$ cat src/rtl/piezo_seq_pkg.sv
// ---------------------------------------------------------------------------
// piezo_seq_pkg
//   Shared types, constants and helpers for the piezo tune sequencer.
//   - state_t      : sequencer FSM states (IDLE / LOAD / PLAY)
//   - note_t       : one note-table entry {half-period, duration, last flag}
//   - stepSize()   : timer increment per clk for fast-sim or real-time runs
//   - widthOf()    : index width for a count, never narrower than one bit
//   - LEGACY_TUNE  : the six-note charge tune of the fixed-tune driver
// ---------------------------------------------------------------------------
package piezo_seq_pkg;

    typedef enum logic [1:0] {
        IDLE = 2'd0,
        LOAD = 2'd1,
        PLAY = 2'd2
    } state_t;

    localparam int NOTE_PER_W = 16;
    localparam int NOTE_DUR_W = 26;
    localparam int FAST_STEP  = 64;

    typedef struct packed {
        logic [NOTE_PER_W-1:0] per;
        logic [NOTE_DUR_W-1:0] dur;
        logic                  last;
    } note_t;

    function automatic int stepSize(input int fastSim);
        return (fastSim != 0) ? FAST_STEP : 1;
    endfunction

    // $clog2 collapses to 0 for a count of 1; ports still need one bit.
    function automatic int widthOf(input int count);
        return (count > 1) ? $clog2(count) : 1;
    endfunction

    // Half-periods assume a 50 MHz clock; durations are in timer units.
    localparam int LEGACY_LEN = 6;
    localparam note_t LEGACY_TUNE [LEGACY_LEN] = '{
        '{per: 16'd15944, dur: 26'd8388608,  last: 1'b0},   // G6
        '{per: 16'd11945, dur: 26'd8388608,  last: 1'b0},   // C7
        '{per: 16'd9480,  dur: 26'd8388608,  last: 1'b0},   // E7
        '{per: 16'd7972,  dur: 26'd12582912, last: 1'b0},   // G7
        '{per: 16'd9480,  dur: 26'd4194304,  last: 1'b0},   // E7
        '{per: 16'd7972,  dur: 26'd16777216, last: 1'b1}    // G7
    };

endpackage

$ cat src/rtl/piezo_tone_gen.sv
// ---------------------------------------------------------------------------
// piezo_tone_gen
//   Square-wave generator for one note: a period counter that wraps every
//   i_per enabled cycles and flips the drive phase, plus the complementary
//   output stage for the differential piezo pair.
//   Ports:
//     i_clk, i_rst_n  clock, asynchronous active-low reset
//     i_clr           restart the note: counter and phase back to 0
//     i_en            note is playing (counter runs, outputs may drive)
//     i_per           half-period in clk cycles; 0 means rest
//     o_piezo         drive, high after the first wrap of each note
//     o_piezo_n       complement of o_piezo while sounding, else 0
// ---------------------------------------------------------------------------
module piezo_tone_gen #(
    parameter int PER_W = 16
) (
    input  logic             i_clk,
    input  logic             i_rst_n,
    input  logic             i_clr,
    input  logic             i_en,
    input  logic [PER_W-1:0] i_per,
    output logic             o_piezo,
    output logic             o_piezo_n
);

    logic [PER_W-1:0] r_cnt;
    logic             r_phase;
    logic             w_sound;
    logic             w_wrap;

    always_comb begin
        w_sound = i_en && (i_per != '0);
        w_wrap  = (r_cnt == i_per - PER_W'(1));
    end

    always_ff @(posedge i_clk or negedge i_rst_n) begin
        if (!i_rst_n) begin
            r_cnt   <= '0;
            r_phase <= 1'b0;
        end else if (i_clr) begin
            r_cnt   <= '0;
            r_phase <= 1'b0;
        end else if (w_sound) begin
            if (w_wrap) begin
                r_cnt   <= '0;
                r_phase <= ~r_phase;
            end else begin
                r_cnt   <= r_cnt + PER_W'(1);
            end
        end
    end

    // Both legs low whenever nothing sounds so the piezo sees no DC.
    always_comb begin
        o_piezo   = w_sound & r_phase;
        o_piezo_n = w_sound & ~r_phase;
    end

endmodule

$ cat src/rtl/piezo_seq.sv
// ---------------------------------------------------------------------------
// piezo_seq
//   Multi-tune piezo sequencer with a run-time writable note table,
//   priority preemption at note boundaries, a shared re-trigger holdoff
//   and rest notes.
//   Ports:
//     i_clk, i_rst_n   clock, asynchronous active-low reset
//     i_req            level tune requests, highest index wins
//     i_wr_en          note-table write strobe
//     i_wr_tune        tune index to write (out-of-range ignored)
//     i_wr_idx         note slot to write
//     i_wr_per         half-period in clk cycles, 0 = rest
//     i_wr_dur         note duration in timer units
//     i_wr_last        slot is the final note of its tune
//     o_piezo          piezo drive
//     o_piezo_n        complementary piezo drive
//     o_busy           high in LOAD and PLAY
//     o_cur_tune       tune playing (holds the last one while idle)
// ---------------------------------------------------------------------------
module piezo_seq
    import piezo_seq_pkg::*;
#(
    parameter  int FAST_SIM   = 1,
    parameter  int NUM_TUNES  = 3,
    parameter  int MAX_NOTES  = 8,
    parameter  int PER_W      = NOTE_PER_W,
    parameter  int DUR_W      = NOTE_DUR_W,
    parameter  int REPEAT_CYC = 150000000,
    localparam int TUNE_W     = widthOf(NUM_TUNES),
    localparam int IDX_W      = widthOf(MAX_NOTES)
) (
    input  logic              i_clk,
    input  logic              i_rst_n,
    input  logic [NUM_TUNES-1:0] i_req,
    input  logic              i_wr_en,
    input  logic [TUNE_W-1:0] i_wr_tune,
    input  logic [IDX_W-1:0]  i_wr_idx,
    input  logic [PER_W-1:0]  i_wr_per,
    input  logic [DUR_W-1:0]  i_wr_dur,
    input  logic              i_wr_last,
    output logic              o_piezo,
    output logic              o_piezo_n,
    output logic              o_busy,
    output logic [TUNE_W-1:0] o_cur_tune
);

    localparam int STEP      = stepSize(FAST_SIM);
    // Keep the holdoff counter wide enough to subtract a full step.
    localparam int RPT_W_RAW = widthOf(REPEAT_CYC + 1);
    localparam int RPT_W     = (RPT_W_RAW < 8) ? 8 : RPT_W_RAW;

    localparam logic [DUR_W-1:0] DUR_STEP = DUR_W'(STEP);
    localparam logic [DUR_W-1:0] DUR_MAX  = '1;
    localparam logic [RPT_W-1:0] RPT_STEP = RPT_W'(STEP);
    localparam logic [RPT_W-1:0] RPT_LOAD = RPT_W'(REPEAT_CYC);

    // Same layout as note_t, sized by this instance's field widths.
    typedef struct packed {
        logic [PER_W-1:0] per;
        logic [DUR_W-1:0] dur;
        logic             last;
    } entry_t;

    entry_t            r_table [NUM_TUNES][MAX_NOTES];
    entry_t            r_note;
    state_t            r_state;
    state_t            w_nextState;
    logic [TUNE_W-1:0] r_curTune;
    logic [IDX_W-1:0]  r_idx;
    logic [DUR_W-1:0]  r_durTimer;
    logic [RPT_W-1:0]  r_rptTimer;

    logic [TUNE_W-1:0] w_winner;
    logic              w_reqAny;
    logic              w_wrOk;
    logic              w_start;
    logic              w_noteEnd;
    logic              w_preempt;
    logic              w_tuneDone;
    logic              w_loadRpt;
    logic              w_toneClr;
    logic              w_toneEn;

    // Highest set request bit wins; an empty request reads as tune 0,
    // which can never beat the current tune.
    always_comb begin
        w_reqAny = |i_req;
        w_winner = '0;
        for (int i = 0; i < NUM_TUNES; i++) begin
            if (i_req[i]) begin
                w_winner = TUNE_W'(i);
            end
        end
    end

    always_comb begin
        w_wrOk     = i_wr_en && (int'(i_wr_tune) < NUM_TUNES)
                             && (int'(i_wr_idx) < MAX_NOTES);
        w_preempt  = (w_winner > r_curTune);
        // A strictly higher-priority tune skips the holdoff.
        w_start    = w_reqAny && ((r_rptTimer == '0) || w_preempt);
        w_noteEnd  = (r_durTimer >= r_note.dur);
        w_tuneDone = r_note.last || (r_idx == IDX_W'(MAX_NOTES - 1));
        w_loadRpt  = (r_state == PLAY) && w_noteEnd && !w_preempt && w_tuneDone;
    end

    // Note table: cleared by reset, written one entry per cycle.
    always_ff @(posedge i_clk or negedge i_rst_n) begin
        if (!i_rst_n) begin
            for (int t = 0; t < NUM_TUNES; t++) begin
                for (int n = 0; n < MAX_NOTES; n++) begin
                    r_table[t][n] <= '0;
                end
            end
        end else if (w_wrOk) begin
            r_table[i_wr_tune][i_wr_idx] <= '{per: i_wr_per, dur: i_wr_dur, last: i_wr_last};
        end
    end

    // FSM state register.
    always_ff @(posedge i_clk or negedge i_rst_n) begin
        if (!i_rst_n) begin
            r_state <= IDLE;
        end else begin
            r_state <= w_nextState;
        end
    end

    // FSM next-state logic.
    always_comb begin
        w_nextState = r_state;
        case (r_state)
            IDLE: begin
                if (w_start) begin
                    w_nextState = LOAD;
                end
            end
            LOAD: begin
                w_nextState = PLAY;
            end
            PLAY: begin
                if (w_noteEnd) begin
                    w_nextState = (!w_preempt && w_tuneDone) ? IDLE : LOAD;
                end
            end
            default: begin
                w_nextState = IDLE;
            end
        endcase
    end

    // FSM outputs.
    always_comb begin
        o_busy    = (r_state != IDLE);
        w_toneClr = (r_state == LOAD);
        w_toneEn  = (r_state == PLAY);
    end

    // Tune / note index. The current tune is kept after a tune ends so the
    // holdoff bypass can compare new requests against the last one played.
    always_ff @(posedge i_clk or negedge i_rst_n) begin
        if (!i_rst_n) begin
            r_curTune <= '0;
            r_idx     <= '0;
        end else begin
            case (r_state)
                IDLE: begin
                    if (w_start) begin
                        r_curTune <= w_winner;
                        r_idx     <= '0;
                    end
                end
                PLAY: begin
                    if (w_noteEnd) begin
                        if (w_preempt) begin
                            r_curTune <= w_winner;
                            r_idx     <= '0;
                        end else if (!w_tuneDone) begin
                            r_idx     <= r_idx + IDX_W'(1);
                        end
                    end
                end
                default: begin
                end
            endcase
        end
    end

    // The entry is copied at LOAD, so table writes during a note only
    // affect the next time that slot is loaded.
    always_ff @(posedge i_clk or negedge i_rst_n) begin
        if (!i_rst_n) begin
            r_note <= '0;
        end else if (r_state == LOAD) begin
            r_note <= r_table[r_curTune][r_idx];
        end
    end

    // Duration timer saturates instead of wrapping so a note with
    // dur near all-ones still ends.
    always_ff @(posedge i_clk or negedge i_rst_n) begin
        if (!i_rst_n) begin
            r_durTimer <= '0;
        end else if (r_state == LOAD) begin
            r_durTimer <= '0;
        end else if (r_state == PLAY) begin
            if (r_durTimer > DUR_MAX - DUR_STEP) begin
                r_durTimer <= DUR_MAX;
            end else begin
                r_durTimer <= r_durTimer + DUR_STEP;
            end
        end
    end

    // Re-trigger holdoff: reloaded when a tune completes, counts down to 0.
    always_ff @(posedge i_clk or negedge i_rst_n) begin
        if (!i_rst_n) begin
            r_rptTimer <= '0;
        end else if (w_loadRpt) begin
            r_rptTimer <= RPT_LOAD;
        end else if (r_rptTimer != '0) begin
            r_rptTimer <= (r_rptTimer > RPT_STEP) ? (r_rptTimer - RPT_STEP) : '0;
        end
    end

    piezo_tone_gen #(
        .PER_W (PER_W)
    ) u_toneGen (
        .i_clk     (i_clk),
        .i_rst_n   (i_rst_n),
        .i_clr     (w_toneClr),
        .i_en      (w_toneEn),
        .i_per     (r_note.per),
        .o_piezo   (o_piezo),
        .o_piezo_n (o_piezo_n)
    );

    assign o_cur_tune = r_curTune;

endmodule

$ cat config.mk
export PLATFORM = sky130hd
export DESIGN_NAME = piezo_seq
export DESIGN_NICKNAME = d
export VERILOG_FILES = /design/src/rtl/piezo_seq_pkg.sv /design/src/rtl/piezo_tone_gen.sv /design/src/rtl/piezo_seq.sv
export SDC_FILE = /design/constraint.sdc
export NUM_CORES = 2
export LEC_CHECK = 0
export BUFFER_PORTS_ARGS = -buffer_cell sky130_fd_sc_hd__buf_2
export CORE_ASPECT_RATIO = 0.5
export CORE_MARGIN = 2
export CORE_UTILIZATION = 55
export DETAILED_ROUTE_END_ITERATION = 10
export MAX_ROUTING_LAYER = met4
export PLACE_DENSITY = 0.82
export SLEW_MARGIN = 20
export SYNTH_ARGS = -nofsm -noshare
export SYNTH_HDL_FRONTEND = slang
export SYNTH_SLANG_ARGS = --single-unit
export TNS_END_PERCENT = 10
$ cat constraint.sdc
create_clock -name i_clk -period 3.15 [get_ports i_clk]
set_input_delay 0.63 -clock i_clk [delete_from_list [all_inputs] [get_ports i_clk]]
set_output_delay 0.63 -clock i_clk [all_outputs]
set_load 0.02 [all_outputs]
[Word-level counts from Yosys, hierarchy flattened]
Cells that the tools add are included.
Word-level totals
  bits in registers: 1153
Cells by class
  $lt $le $gt $ge: 11
  add/sub/neg operators: 5
  mux-type cells: 38
  bitwise operators: 7
  reduce and logical (&&, ||, !) cells: 27
  equality and inequality tests: 8
Operators by type and width (count)
  $bwmux 1032: 1
  $mux 344: 3
  $bmux 344 s2: 1
  $demux 344 s2: 1
  $bmux 43 s3: 1
  $demux 43 s3: 1
  $mux 43: 3
  $mux 28: 3
  $mux 26: 3
  $mux 16: 3
  $gt 28x7->1 const B: 1
  $logic_not 28->1: 1
  $reduce_bool 28->1: 1
  $sub 28x7->28 const B: 1
  $add 26x7->26 const B: 1
  $ge 26x26->1: 1
  $gt 26x26->1 const B: 1
  $add 16x1->16 const B: 1
  $eq 16x16->1: 1
  $reduce_bool 16->1: 1
  $sub 16x1->16 const B: 1
  $mux 2: 6
  $mux 3: 4
  $reduce_bool 2->1: 6
  27 further kinds: 49

[Depth between registers and ports, before layout]
  word-level depth: 8
  mapped depth: 12
  gate-level depth less buffers: 10

[Hierarchy]
Synthesis repeated with hierarchy kept, for this count alone.
Second synthesis, totals
  cells, all modules: 3466
  area total of the unflattened synthesis: 52845.7 um^2
Modules (own cells, without submodules)
  piezo_seq: seq. area each 28152.0 um^2, cells an instance 3283, times used 1, area an instance 51336.7 um^2
  piezo_tone_gen: seq. area each 425.4 um^2, cells an instance 183, times used 1, area an instance 1508.9 um^2

[Least setup slack after synthesis]
Ideal clock, no wire load.
  path type: reg2reg
  start point: register r_curTune[1] (netlist: o_cur_tune[1])
  end point: register r_rptTimer[7]
  period minus slack after synthesis: 2709 ps
  stages on the path, launching flop included: 12
  data required time: 3060 ps
  buffers on the path: 4
  library setup time: 90 ps
  slack: 441 ps
  arrival: 2619 ps
  cells stage by stage: dfrtp_1 -> clkbuf_1 -> buf_2 -> buf_2 -> inv_1 -> ha_1 -> nor2b_1 -> o21ai_1 -> o211ai_1 -> or2_2 -> clkbuf_1 -> o221ai_1
Between the ends
  longest elaborated chain between the ends: 5
RTL lines
  from (decl): RTL line piezo_seq.sv:68  | logic [TUNE_W-1:0] r_curTune;
  from (signal assigned): RTL line piezo_seq.sv:169  | r_curTune <= w_winner;
  from (signal assigned): RTL line piezo_seq.sv:176  | r_curTune <= w_winner;
  $gt 2x2->1 (*): RTL line piezo_seq.sv:99  | w_preempt = (w_winner > r_curTune);
  $logic_not 1->1 (*): RTL line piezo_seq.sv:104  | w_loadRpt = (r_state == PLAY) && w_noteEnd && !w_preempt && w_tuneDone;
  $logic_and 1x1->1 (*) (2 in a row): RTL line piezo_seq.sv:104
  $mux 28 or $reduce_bool 2->1 (tied branches)
  to (signal assigned): RTL line piezo_seq.sv:222  | r_rptTimer <= (r_rptTimer > RPT_STEP) ? (r_rptTimer - RPT_STEP) : '0;
  to (decl): RTL line piezo_seq.sv:71  | logic [RPT_W-1:0] r_rptTimer;
Every way passes the cells marked *; elsewhere a longest branch is shown, timed or not.
A chain may end at the register's enable or synchronous reset.

[Worst setup path after layout]
  start point: register r_note[38] in the netlist's numbering
  end point: output port o_piezo
Between the ends
  longest elaborated chain between the ends: 3
RTL lines
  from (decl): RTL line piezo_seq.sv:65  | entry_t r_note;
  from (signal assigned): RTL line piezo_seq.sv:195  | r_note <= r_table[r_curTune][r_idx];
  $reduce_bool 16->1: RTL line piezo_tone_gen.sv:32  | w_sound = i_en && (i_per != '0);
  $logic_and 1x1->1: RTL line piezo_tone_gen.sv:32
  $and 1x1->1: RTL line piezo_tone_gen.sv:55  | o_piezo = w_sound & r_phase;
  to (decl): RTL line piezo_seq.sv:41  | output logic o_piezo,
No other way between the ends.

==> flow_summary.ini <==
[finish]
final_cell_mix = 1133 x dfrtp_1, 1078 x mux2_2, 301 x mux4_2
num-fill-cells = 6565
finish.utilization = 0.619
layout_commonest_cell = dfrtp_1
synthToLayoutAreaGrowth_pct = 11.9
drive_gt1_frac = 0.508
nNetsFinal = 3555
fin_cells = 4818

[setup_path]
slowest_stage = or4_4
startpoint_type = flip-flop
end_kind = output port
reg2reg_from = r_durTimer[4]$_DFFE_PN0P_
endpoint = o_piezo
crit_arrival_ns = 2.46
crit_fanout = 5
cp_data_required_time_ns = 2.52
crit_path_start = r_note[38]$_DFFE_PN0P_
r2r.worst_path.cells = 10
cp_cell_sequence = or4_4, o41a_1, and2_4, buf_2
worstSetupPathType = reg -> out
worstReg2RegEnd = r_state[0]$_DFFE_PN0P_
reg2reg_slack_ns = 0.18
cpPeakStageDelay_ns = 0.54

[pwr]
irDropWorstVdd_uv = 618
p_leak_nw = 26.0
totalPowerFinal_mw = 42.7
cellPowerDensity_nw_per_um2 = 725

[clocking]
cts_made_buffers = 101
insertion_delay_ns = 0.70
h-tree-depth = 3
cts_tree = yes
cts.sinks = 1142
cts.path.max_buffers = 3
clk_pin_slew_ns = 0.07
root_buffer = clkbuf_16

[synth]
synth_ff_type = dfrtp_1
yosys.area.top_type = dfrtp_1
ys_ff_latch = 1142
synth_top_cell_area_share = 0.543
async_reset_ff_frac = 1.00
synth_edf_count = 0
yosys_warnings = 0
syn_avg_cell_area_um2 = 15.2
synth_cells = 3457
synthDistinctLibCells = 69
synth_fp_nets = 3552
synthTopCellsByArea = dfrtp_1 54%, mux2_2 23%, mux4_2 13%
synthesis.area_um2 = 52700
ys_seq_area_frac = 0.543

[sta]
fmax_mhz = 323
fin_skew_ns = 0.0184
tightest_slew_ns = 1.03
hold_ws_ns = 0.221
hold_violations = 0
maxSlewHeadroom = 0.314
post-route-period-util = 0.982
rsz0062_at_grt = yes
setup_viol_count_final = 0
finalSetupTns_ns = 0
period_minus_slack_ns = 3.09
drv_slew = 0

[drt]
vias = 31175
ant_nets = 0
drc = 0
wire_per_inst_um = 26.9
routed_via_density = 6.47
drtIter0Drc = 2919
postRouteWirelength_um = 129000
dr.pass1.iters = 7

[global_route]
grt_pass1_vias = 32854
grt-ovfl-total = 0
grt_max_degree = 104
grt_pass1_wl_um = 201000
grt_usage = 0.276
antenna_found_initial = 4

[floorplanning]
start_util = 0.554
core.rowCount = 80
dieWidth_um = 442
die_h_um = 223
core_um2 = 95100
top_level_ports = 59
dieArea_um2 = 98400

[place]
dp_cells = 4624
io_buffer_count = 58
gp_congestion = 0.893
post-dp-hpwl_um = 74400

[status]
status = finished clean

[hold_path]
hold_path.class = in -> reg

[flow_run]
max_cap_viol_count = 0
-- worst max-delay path: cells and delay by family, from the launching register on --
kind	cells	cell delay, ns
buf+inv	1	0.16
flops	1	0.45
compound gates	1	0.42
simple gates	2	0.74
-- through the flow --
| stage | area [µm²] | worst slack (ns) |
|---|---|---|
| final | 58900 | 0.0559 |
| after global routing | 58900 | -0.00266 |
| after CTS | 58900 | 0.0240 |
| after detailed placement | 55400 | 0.181 |
| after global placement | 55400 | 0.0263 |
| after floorplan | 52700 | 0.441 |
-- final cells by class --
| cell class | instances | area (µm²) | share of cell area |
|---|---|---|---|
| diodes | 4 | 10.0 | 0.000170 |
| clock buffers | 152 | 3030 | 0.0515 |
| clock inverters | 34 | 409 | 0.00695 |
| inverters | 40 | 151 | 0.00257 |
| multi-input cells | 1978 | 23000 | 0.391 |
| flip-flops and latches | 1142 | 28600 | 0.485 |
| well taps | 1271 | 1590 | 0.0270 |
| repair buffers | 197 | 2110 | 0.0358 |
-- cell usage after synthesis (3+ instances only) --
cell      instances
nor3_2            4
a211oi_1          4
nand3_1          24
or3_1             5
dfrtp_1        1142
nor2b_1           4
buf_1            14
and3_1            9
ha_1             41
a31oi_1          14
nand2b_1          4
and2_1            6
a21o_1           11
buf_2            21
clkbuf_1        261
mux2_2         1078
xnor2_1          25
or4_1             3
nor3_1           15
nand2_1          62
o31ai_1           3
nor2_1          108
mux2i_1           5
inv_1            38
o211ai_1          3
nor3b_1           4
o22a_1            3
xor2_1           24
mux4_2          301
nand4_1          15
a21oi_1          74
a221oi_1         43
nand3b_1          7
o21ai_1           3
o21ai_0          33
a22oi_1           3
-- cells by family (layout without fill, tap and decap cells) --
family,count (synthesis),count (layout),share of synthesized area
XOR/XNOR,49,49,0.00815
adder cells (fa/ha/maj),41,41,0.00974
other,0,4,0
flip-flops,1142,1142,0.543
AND/OR/NAND/NOR,291,291,0.0281
AO/OA/AOI/OAI,213,213,0.0265
buffers and inverters,337,423,0.0247
multiplexers,1384,1384,0.360
-- power breakdown --
group | switching (mW) | leakage [nW] | total [mW] | internal [mW]
registers | 1.77 | 14.5 | 19.5 | 17.7
logic | 4.69 | 9.77 | 10.3 | 5.63
clock network | 5.59 | 1.69 | 12.9 | 7.32
total | 12.1 | 26.0 | 42.7 | 30.6
-- worst min-delay path by stage --
stage | start | endpoint | slack (ns) | cells past startpoint
3_3_place_gp | r_table[610]$_DFFE_PN0P_ | r_table[610]$_DFFE_PN0P_ | 0.48 | 1
6_report | i_req[2] | o_cur_tune[1]$_DFFE_PN0P_ | 0.22 | 2
3_5_place_dp | r_table[489]$_DFFE_PN0P_ | r_table[489]$_DFFE_PN0P_ | 0.49 | 1
2_1_floorplan | i_rst_n | o_cur_tune[0]$_DFFE_PN0P_ | 0.33 | 0
4_1_cts | i_req[2] | o_cur_tune[1]$_DFFE_PN0P_ | 0.19 | 2
5_1_grt | i_req[2] | o_cur_tune[1]$_DFFE_PN0P_ | 0.21 | 2
-- what timing repair did --
item,CTS,global route
pin swaps,3,1
hold endpoints to repair,53,0
hold buffers,1,0
setup buffers,3,0
endpoints found under the setup margin,2,1
gates resized for setup,8,3
-- routing by layer --
metal  track usage  wire length (µm)  vias to the layer above
met3        0.0513              8410                      254
met5             -                 0                        -
met4        0.0787              3640                        0
li1              -                 -                    12887
met2         0.430             62400                     1136
met1         0.376             55000                    16898
-- state kept, by name (all words and copies together), names as in the netlist --
register and cells:
r_durTimer 21, r_table 1032, o_cur_tune 2, r_state 2, u_toneGen.r_phase 1, u_toneGen.r_cnt 16
r_rptTimer 22, r_idx 3, r_note 43
No activity file was read; power rests on OpenSTA's default activity.
